### src/rtl/cpu_types_pkg.sv
// Shared CPU types: instruction encodings, multicycle sequencer states,
// PC source select and the static control fields decoded from an instruction.
package cpu_types_pkg;

   typedef enum logic [5:0] {
      OP_RTYPE = 6'h00, OP_J     = 6'h02, OP_JAL   = 6'h03, OP_BEQ   = 6'h04,
      OP_BNE   = 6'h05, OP_ADDI  = 6'h08, OP_ADDIU = 6'h09, OP_SLTI  = 6'h0A,
      OP_SLTIU = 6'h0B, OP_ANDI  = 6'h0C, OP_ORI   = 6'h0D, OP_XORI  = 6'h0E,
      OP_LUI   = 6'h0F, OP_LW    = 6'h23, OP_SW    = 6'h2B, OP_HALT  = 6'h3F
   } opcode_t;

   typedef enum logic [5:0] {
      FN_SLL  = 6'h00, FN_SRL  = 6'h02, FN_JR   = 6'h08, FN_ADD  = 6'h20,
      FN_ADDU = 6'h21, FN_SUB  = 6'h22, FN_SUBU = 6'h23, FN_AND  = 6'h24,
      FN_OR   = 6'h25, FN_XOR  = 6'h26, FN_NOR  = 6'h27, FN_SLT  = 6'h2A,
      FN_SLTU = 6'h2B
   } funct_t;

   typedef enum logic [2:0] {
      FETCH, DECODE, EXEC, MEM, WB, HALT, ERROR
   } ctrl_state_t;

   typedef enum logic [1:0] {
      PCSEL_NEXT, PCSEL_BRANCH, PCSEL_JUMP, PCSEL_REG
   } pcsel_t;

   typedef struct packed {
      logic regDst;
      logic pcToReg;
      logic immToReg;
      logic memToReg;
      logic extOp;
      logic shamToAlu;
      logic immToAlu;
   } ctrl_fields_t;

endpackage

### src/rtl/control_decode.sv
// Combinational instruction decode: static datapath control fields plus an
// illegal flag for unrecognised opcodes or R-type functs.
module control_decode
   import cpu_types_pkg::*;
(
   input  opcode_t      opcode,
   input  funct_t       funct,
   output ctrl_fields_t fields,
   output logic         illegal
);

   always_comb begin
      fields  = '0;
      illegal = 1'b0;
      case (opcode)
         OP_RTYPE: begin
            fields.regDst = 1'b1;
            case (funct)
               FN_SLL, FN_SRL: fields.shamToAlu = 1'b1;
               FN_JR, FN_ADD, FN_ADDU, FN_SUB, FN_SUBU, FN_AND, FN_OR,
               FN_XOR, FN_NOR, FN_SLT, FN_SLTU: ;
               default: illegal = 1'b1;
            endcase
         end
         OP_J, OP_HALT: ;
         OP_JAL: fields.pcToReg = 1'b1;
         OP_BEQ, OP_BNE: fields.extOp = 1'b1;
         OP_ADDI, OP_ADDIU, OP_SLTI, OP_SLTIU: begin
            fields.extOp    = 1'b1;
            fields.immToAlu = 1'b1;
         end
         // Logical immediates are zero-extended.
         OP_ANDI, OP_ORI, OP_XORI: fields.immToAlu = 1'b1;
         OP_LUI: fields.immToReg = 1'b1;
         OP_LW: begin
            fields.extOp    = 1'b1;
            fields.immToAlu = 1'b1;
            fields.memToReg = 1'b1;
         end
         OP_SW: begin
            fields.extOp    = 1'b1;
            fields.immToAlu = 1'b1;
         end
         default: illegal = 1'b1;
      endcase
   end

endmodule

### src/rtl/multicycle_control.sv
// Multicycle MIPS control sequencer: instruction register, FETCH..WB state
// machine with ihit/dhit handshakes and a memory-wait timeout into ERROR.
module multicycle_control
   import cpu_types_pkg::*;
#(
   parameter int MEM_TIMEOUT = 15
) (
   input  logic        CLK,
   input  logic        RST,
   input  opcode_t     opcode,
   input  funct_t      funct,
   input  logic        ihit,
   input  logic        dhit,
   input  logic        zero,
   output logic        iREN,
   output logic        dREN,
   output logic        dWEN,
   output logic        IrWr,
   output logic        PcWr,
   output pcsel_t      PcSel,
   output logic        RegWr,
   output logic        RegDst,
   output logic        PcToReg,
   output logic        ImmToReg,
   output logic        MemToReg,
   output logic        ExtOp,
   output logic        ShamToAlu,
   output logic        ImmToAlu,
   output logic        Halt,
   output logic        Err,
   output ctrl_state_t dbgState
);

   localparam int CW = (MEM_TIMEOUT > 0) ? $clog2(MEM_TIMEOUT + 1) : 1;

   ctrl_state_t   state, nextState;
   opcode_t       irOp;
   funct_t        irFunct;
   logic [CW-1:0] waitCnt;
   ctrl_fields_t  fields;
   logic          illegal;
   logic          timedOut;

   control_decode uDecode (
      .opcode  (irOp),
      .funct   (irFunct),
      .fields  (fields),
      .illegal (illegal)
   );

   // A hit in the same cycle takes priority over the timeout.
   assign timedOut = (MEM_TIMEOUT != 0) && (waitCnt == CW'(MEM_TIMEOUT));

   // Strobes depend on the hit/zero inputs of the current cycle, so they are
   // decoded alongside the next state rather than registered.
   always_comb begin
      nextState = state;
      iREN      = 1'b0;
      dREN      = 1'b0;
      dWEN      = 1'b0;
      IrWr      = 1'b0;
      PcWr      = 1'b0;
      PcSel     = PCSEL_NEXT;
      RegWr     = 1'b0;
      case (state)
         FETCH: begin
            iREN = 1'b1;
            if (ihit) begin
               IrWr      = 1'b1;
               PcWr      = 1'b1;
               nextState = DECODE;
            end else if (timedOut) begin
               nextState = ERROR;
            end
         end
         DECODE: begin
            if (irOp == OP_J || irOp == OP_JAL) begin
               PcWr      = 1'b1;
               PcSel     = PCSEL_JUMP;
               RegWr     = (irOp == OP_JAL);
               nextState = FETCH;
            end else if (illegal) begin
               nextState = ERROR;
            end else if (irOp == OP_RTYPE && irFunct == FN_JR) begin
               PcWr      = 1'b1;
               PcSel     = PCSEL_REG;
               nextState = FETCH;
            end else if (irOp == OP_HALT) begin
               nextState = HALT;
            end else begin
               nextState = EXEC;
            end
         end
         EXEC: begin
            if (irOp == OP_BEQ || irOp == OP_BNE) begin
               PcWr      = (irOp == OP_BEQ) ? zero : !zero;
               PcSel     = PCSEL_BRANCH;
               nextState = FETCH;
            end else if (irOp == OP_LW || irOp == OP_SW) begin
               nextState = MEM;
            end else begin
               nextState = WB;
            end
         end
         MEM: begin
            dREN = (irOp == OP_LW);
            dWEN = (irOp == OP_SW);
            if (dhit)          nextState = (irOp == OP_LW) ? WB : FETCH;
            else if (timedOut) nextState = ERROR;
         end
         WB: begin
            RegWr     = 1'b1;
            nextState = FETCH;
         end
         default: nextState = state;
      endcase
      if (RST) begin
         iREN  = 1'b0;
         dREN  = 1'b0;
         dWEN  = 1'b0;
         IrWr  = 1'b0;
         PcWr  = 1'b0;
         PcSel = PCSEL_NEXT;
         RegWr = 1'b0;
      end
   end

   always_ff @(posedge CLK or posedge RST) begin
      if (RST) begin
         state   <= FETCH;
         irOp    <= OP_RTYPE;
         irFunct <= FN_SLL;
         waitCnt <= '0;
      end else begin
         state <= nextState;
         if (IrWr) begin
            irOp    <= opcode;
            irFunct <= funct;
         end
         if (nextState != state)
            waitCnt <= '0;
         else if (state == FETCH || state == MEM)
            waitCnt <= waitCnt + CW'(1);
      end
   end

   // The zeroed IR decodes as SLL; mask it so reset drives every output low.
   assign RegDst    = fields.regDst    & ~RST;
   assign PcToReg   = fields.pcToReg   & ~RST;
   assign ImmToReg  = fields.immToReg  & ~RST;
   assign MemToReg  = fields.memToReg  & ~RST;
   assign ExtOp     = fields.extOp     & ~RST;
   assign ShamToAlu = fields.shamToAlu & ~RST;
   assign ImmToAlu  = fields.immToAlu  & ~RST;
   assign Halt      = (state == HALT) || (state == ERROR);
   assign Err       = (state == ERROR);
   assign dbgState  = state;

endmodule

### config.mk
export PLATFORM = sky130hd
export DESIGN_NAME = multicycle_control
export DESIGN_NICKNAME = d
export VERILOG_FILES = /design/src/rtl/cpu_types_pkg.sv /design/src/rtl/control_decode.sv /design/src/rtl/multicycle_control.sv
export SDC_FILE = /design/constraint.sdc
export NUM_CORES = 1
export LEC_CHECK = 0
export ABC_AREA = 1
export CORE_MARGIN = 4
export CORE_UTILIZATION = 47
export CTS_CLUSTER_SIZE = 16
export DETAILED_ROUTE_END_ITERATION = 16
export DONT_BUFFER_PORTS = 1
export PLACE_DENSITY = 0.72
export SETUP_SLACK_MARGIN = 0.02
export SYNTH_ARGS = -nofsm -noshare
export SYNTH_HDL_FRONTEND = slang
export SYNTH_SLANG_ARGS = --single-unit
### constraint.sdc
create_clock -name CLK -period 2.25 [get_ports CLK]
set_input_delay 0.45 -clock CLK [delete_from_list [all_inputs] [get_ports CLK]]
set_output_delay 0.45 -clock CLK [all_outputs]
set_load 0.03 [all_outputs]
**Word level (Yosys, flattened, before mapping)**

Index checks and enable logic that the tools add are counted.

- Bits in registers: 19
- Bits of input ports: 17
- Output and inout port bits: 20
- Word-level logic and storage cells: 112

- Add/subtract/negate cells: 1
- Equal/unequal tests: 35
- Muxes and demuxes: 48
- Bitwise logic cells: 8
- Reductions and logical operators: 16

Operators by type and width:

| kind | number |
|---|---|
| 6-bit equality test (second input constant) | 13 |
| 6-bit by 4-bit equality test with 1-bit output (second input constant) | 9 |
| 3-bit 2-to-1 mux | 10 |
| 1-bit 2-to-1 mux | 27 |
| 6-bit by 2-bit equality test with 1-bit output (second input constant) | 3 |
| 3-bit case mux with 5 select lines | 1 |
| 15-bit OR reduction | 1 |
| 13-bit OR reduction | 1 |
| 6-bit by 3-bit equality test with 1-bit output (second input constant) | 2 |
| 6-bit logical NOT | 2 |
| 3-bit equality test (second input constant) | 3 |
| 9-bit OR reduction | 1 |
| 2-bit 2-to-1 mux | 4 |
| 4-bit 2-to-1 mux | 2 |
| 8-bit OR reduction | 1 |
| 1-bit bitwise AND | 7 |
| 3-bit by 2-bit equality test with 1-bit output (second input constant) | 2 |
| 1-bit logical OR | 5 |
| 4-bit by 1-bit adder with 4-bit output (second input constant) | 1 |
| 4-bit equality test (second input constant) | 1 |
| 1-bit case mux with 2 select lines | 2 |
| 2-bit case mux with 2 select lines | 1 |
| 3-bit by 1-bit equality test with 1-bit output (second input constant) | 1 |
| 3-bit logical NOT | 1 |
| 7 further kinds | 7 |

**Depth between registers and ports, before layout**

- Word-level depth: 9
- Depth in mapped cells: 13
- Gate-level depth less buffers: 13

**Cells and area by module**

Synthesis repeated with hierarchy kept, for this count alone.

- Cells, all modules: 240
- Area, all modules: 1580.3 µm²

By module, submodules not included:

| module | times used | cells each | area an instance (µm²) | sequential area each (µm²) |
|---|---|---|---|---|
| multicycle_control | 1 | 186 | 1335.0 | 475.5 |
| control_decode | 1 | 54 | 245.2 | 0.0 |

**Worst setup path before layout**

Ideal clock, no wire load.

- Kind: flip-flop to output port
- Start point: reg irOp[5]
- End point: out RegWr
- Arrival: 2.060 ns
- Required time: 1.800 ns
- Setup slack: -0.260 ns
- Stages on the path, launching flop included: 6
- Buffers on the path: 0
- Cells stage by stage: dfrtp_1 nor2_4 nand2_1 nor3_1 nand3_1 a21oi_1

- Cells in the longest elaborated chain, start to end: 5
- Elaborated cells on any way between the ends: 6
- Classes of those cells: eq/ne (2); mux (3); reduce/logical (1)

Ends and longest elaborated chain:

| element | RTL line | source |
|---|---|---|
| from (decl) | multicycle_control.sv:37 | `opcode_t irOp;` |
| from (signal assigned) | multicycle_control.sv:137 | `irOp <= opcode;` |
| 6-bit by 2-bit equality test with 1-bit output, on equally long branches | multicycle_control.sv:77, multicycle_control.sv:80 |  |
| 1-bit logical OR | multicycle_control.sv:77 | `if (irOp == OP_J \|\| irOp == OP_JAL) begin` |
| 1-bit 2-to-1 mux * | multicycle_control.sv:77 |  |
| 1-bit case mux with 2 select lines * | multicycle_control.sv:65 | `case (state)` |
| 1-bit 2-to-1 mux * | multicycle_control.sv:117 | `if (RST) begin` |
| to (decl) | multicycle_control.sv:21 | `output logic RegWr,` |

Every way passes the cells marked *; elsewhere a longest branch is shown, timed or not.

**Final worst setup path**

- Start point: reg irOp[5]
- End point: out PcWr

- Cells in the longest elaborated chain, start to end: 7
- Elaborated cells on any way between the ends: 28
- Classes of those cells: eq/ne (15); mux (8); reduce/logical (5)

Ends and longest elaborated chain:

| element | RTL line | source |
|---|---|---|
| 6-bit by 2-bit equality test with 1-bit output (tied with other cells) | control_decode.sv:15, multicycle_control.sv:77 |  |
| 15-bit OR reduction (no source line) / 1-bit logical AND (equally long branches) | -- |  |
| 1-bit case mux with 2 select lines / 1-bit 2-to-1 mux (equally long branches) | control_decode.sv:15, multicycle_control.sv:84 |  |
| 1-bit 2-to-1 mux | multicycle_control.sv:82 | `end else if (illegal) begin` |
| 1-bit 2-to-1 mux | multicycle_control.sv:77 |  |
| 1-bit case mux with 3 select lines * | multicycle_control.sv:65 |  |
| 1-bit 2-to-1 mux * | multicycle_control.sv:117 |  |
| to (decl) | multicycle_control.sv:19 | `output logic PcWr,` |

Marked as above.

==> out/qor.yml <==
worst_setup_path:
  crit_fanout: 4
  crit_type: "flop to output pin"
  r2r_start: "dbgState[0]"
  arrival_ps: 1760
  start_kind: "flop"
  r2r_slack_ps: 470
  reg2reg_to: "irOp[5]"
  crit_required_ps: 1800
  end_kind: "output pin"
  worst-r2r-cell-count: 8
  cp-startpoint: "irOp[5]"
cts:
  root_buffer: "clkbuf_4"
  htreeDepth: 1
  clockBufferDepth: 2
  clkTransAtPathRegs_ps: 110
  clk-insertion-delay-late_ps: 300
  numCtsBuffers: 3
  cts_tree: "yes"
  clock-sinks: 19
floorplanning:
  design.core.area_um2: 2730
  row_count: 19
  ios: 37
  chipHeight_um: 61.1
  die-area_um2: 3740
  initial_core_util_pct: 48.6
  die_width_um: 61.1
power:
  p_per_area_nw_per_um2: 325
  cellLeakagePower_nw: 0.762
  ir_drop_v: 0.000316
final_layout:
  drive_gt1_share_pct: 31.4
  insertedDiodeCount: 0
  register_area_um2: 484
  fillers: 264
  multi_input_area_um2: 787
  stdcell_area_um2: 1640
  num-nets-final: 239
  area.growth.synth_to_final_pct: 23.2
placement:
  post-dp-hpwl_um: 2670
  portBuffers: 0
  routabilityCongestion: 0.912
  place_ws_ps: 267
  placed_area_um2: 1490
logic_synthesis:
  avgSynthCellArea_um2: 6.84
  synth.area.top_cells: "dfrtp_1 36%, nand2_1 13%, nand3_1 7.5%, nor2_1 7.4%, inv_1 5.1%"
  postSynthCellCount: 194
  synth_top_family_by_area: "simple AND/OR/NAND/NOR gates"
  async_flop_share_pct: 100
  yosysUniqueCellTypes: 30
  synthTopCellsByCount: "47 x nand2_1, 26 x nor2_1, 20 x nand3_1"
  yosys.area_share.adder_pct: 0.943
  synthMuxAreaShare_pct: 3.30
  seq_area_frac_synth_pct: 35.8
  synth_top_area_share_pct: 35.8
  yosys_warnings: 0
  ys.flop_type: "dfrtp_1"
  syn_nets: 212
  yosys.area.top_type: "dfrtp_1"
  synth-compound-area-share_pct: 9.24
  ys_ff_latch: 19
  synth_most_common_cell: "nand2_1"
  synth_edf_count: 0
  syn_area_um2: 1330
  synthXorXnorAreaFrac_pct: 2.64
  synth_simple_gate_area_share_pct: 39.4
timing:
  slew_headroom_pct: 62.6
  fin_crit_ps: 2210
  skew_ps: 3.34
  tightest_slew_ps: 559
  min_period_over_period_pct: 98.4
  drv_slew: 0
  fin_ws_ps: 37.1
  finalSetupViolations: 0
  fin_worst_hold_slack_ps: 10.1
  max_freq_ghz: 0.452
  hold_viol: 0
  setup-tns-final_ps: 0
  rsz0062_at_grt: "yes"
grt:
  antenna_found_initial: 0
  grt_first_pass_wirelength_um: 5470
  track_usage_pct: 19.8
  grt_max_degree: 14
  grt-ovfl-total: 0
  grt_pass1_vias: 1292
drt:
  wl_per_cell_um: 13.9
  drc: 0
  wl_um: 3480
  vias_per_cell: 5.38
  vias: 1350
  initialDrtViolationCount: 80
  drt_pass1_iterations: 4
  ant_nets: 0
min_path:
  hold_path_class: "input port to async pin"
run:
  maxCapViolations: 0
run_status:
  status: "finished, final reports clean"
critical path, stage by stage, from the launching register on:
cell and delay, ps:
dfrtp_2 460, nor2_4 200, buf_4 150, nand3_2 80
nand2_1 80, nand2_1 70, o21ai_1 100, nor2_1 60
nor2_1 90, buf_4 170
where the power goes:
part	internal [mW]	total [mW]	switching [mW]
sequential	0.341	0.341	0
clock	0.0691	0.178	0.109
combinational	0.00266	0.0122	0.00954
total	0.413	0.532	0.119
metal layers:
| layer | wire (µm) | vias up | GRT usage [%] |
|---|---|---|---|
| met2 | 1620 | 46 | 32.5 |
| li1 | - | 678 | - |
| met3 | 228 | 8 | 3.56 |
| met1 | 1550 | 618 | 25.4 |
| met4 | 79 | 0 | 8.67 |
| met5 | 0 | - | 0 |
logic make-up after synthesis:
family                   after synthesis
XOR/XNOR                               4
AND/OR/NAND/NOR                      114
adder cells (fa/ha/maj)                1
multiplexers                           4
buffers and inverters                 29
flip-flops                            19
AO/OA/AOI/OAI                         23
layout make-up:
cell class / instances / share of cell area, %
Clock buffer: 4 / 1.61
Timing Repair Buffer: 26 / 12.4
Inverter: 25 / 5.89
Sequential cell: 19 / 29.6
Multi-Input combinational cell: 146 / 48.1
Tap cell: 31 / 2.37
worst max path at each step:
stage                        to  slack (ps)  cells past startpoint
after floorplan           RegWr          30                      5
after global placement     PcWr         330                      8
after detailed placement   PcWr         270                     10
after CTS                  PcWr          30                     10
after global routing       PcWr         -50                      9
final                      PcWr          40                      9
flip-flops by register name, indices dropped and copies added (netlist names):
signal / count
irFunct: 6
irOp: 6
dbgState: 3
waitCnt: 4
placed cells by master (no fill, tap or decap), drive strengths merged, types with 2 or more instances in the layout:
| cell type | count |
|---|---|
| nand4 | 2 |
| inv | 25 |
| a21oi | 6 |
| nor2 | 35 |
| mux2 | 3 |
| buf | 26 |
| nand3 | 21 |
| xnor2 | 2 |
| clkbuf | 4 |
| o21ai | 14 |
| nand2 | 49 |
| dfrtp | 19 |
| nor3 | 4 |
| xor2 | 2 |
what timing repair did:
item	4_1_cts	5_1_grt
pin swaps	1	7
cloned	0	0
hold buffers	0	0
buffers inserted	1	7
resized for setup	2	20
setup endpoints to repair	1	4
through the flow:
stage | power, mW | utilization [%] | instances
final | 0.532 | 59.8 | 251
after global routing | 0.554 | 59.8 | 251
after global placement | 0.360 | 54.6 | 239
after detailed placement | 0.360 | 54.6 | 239
after CTS | 0.530 | 56.0 | 244
after floorplan | 0.358 | - | 194
Power figures use the tool's default switching activity.
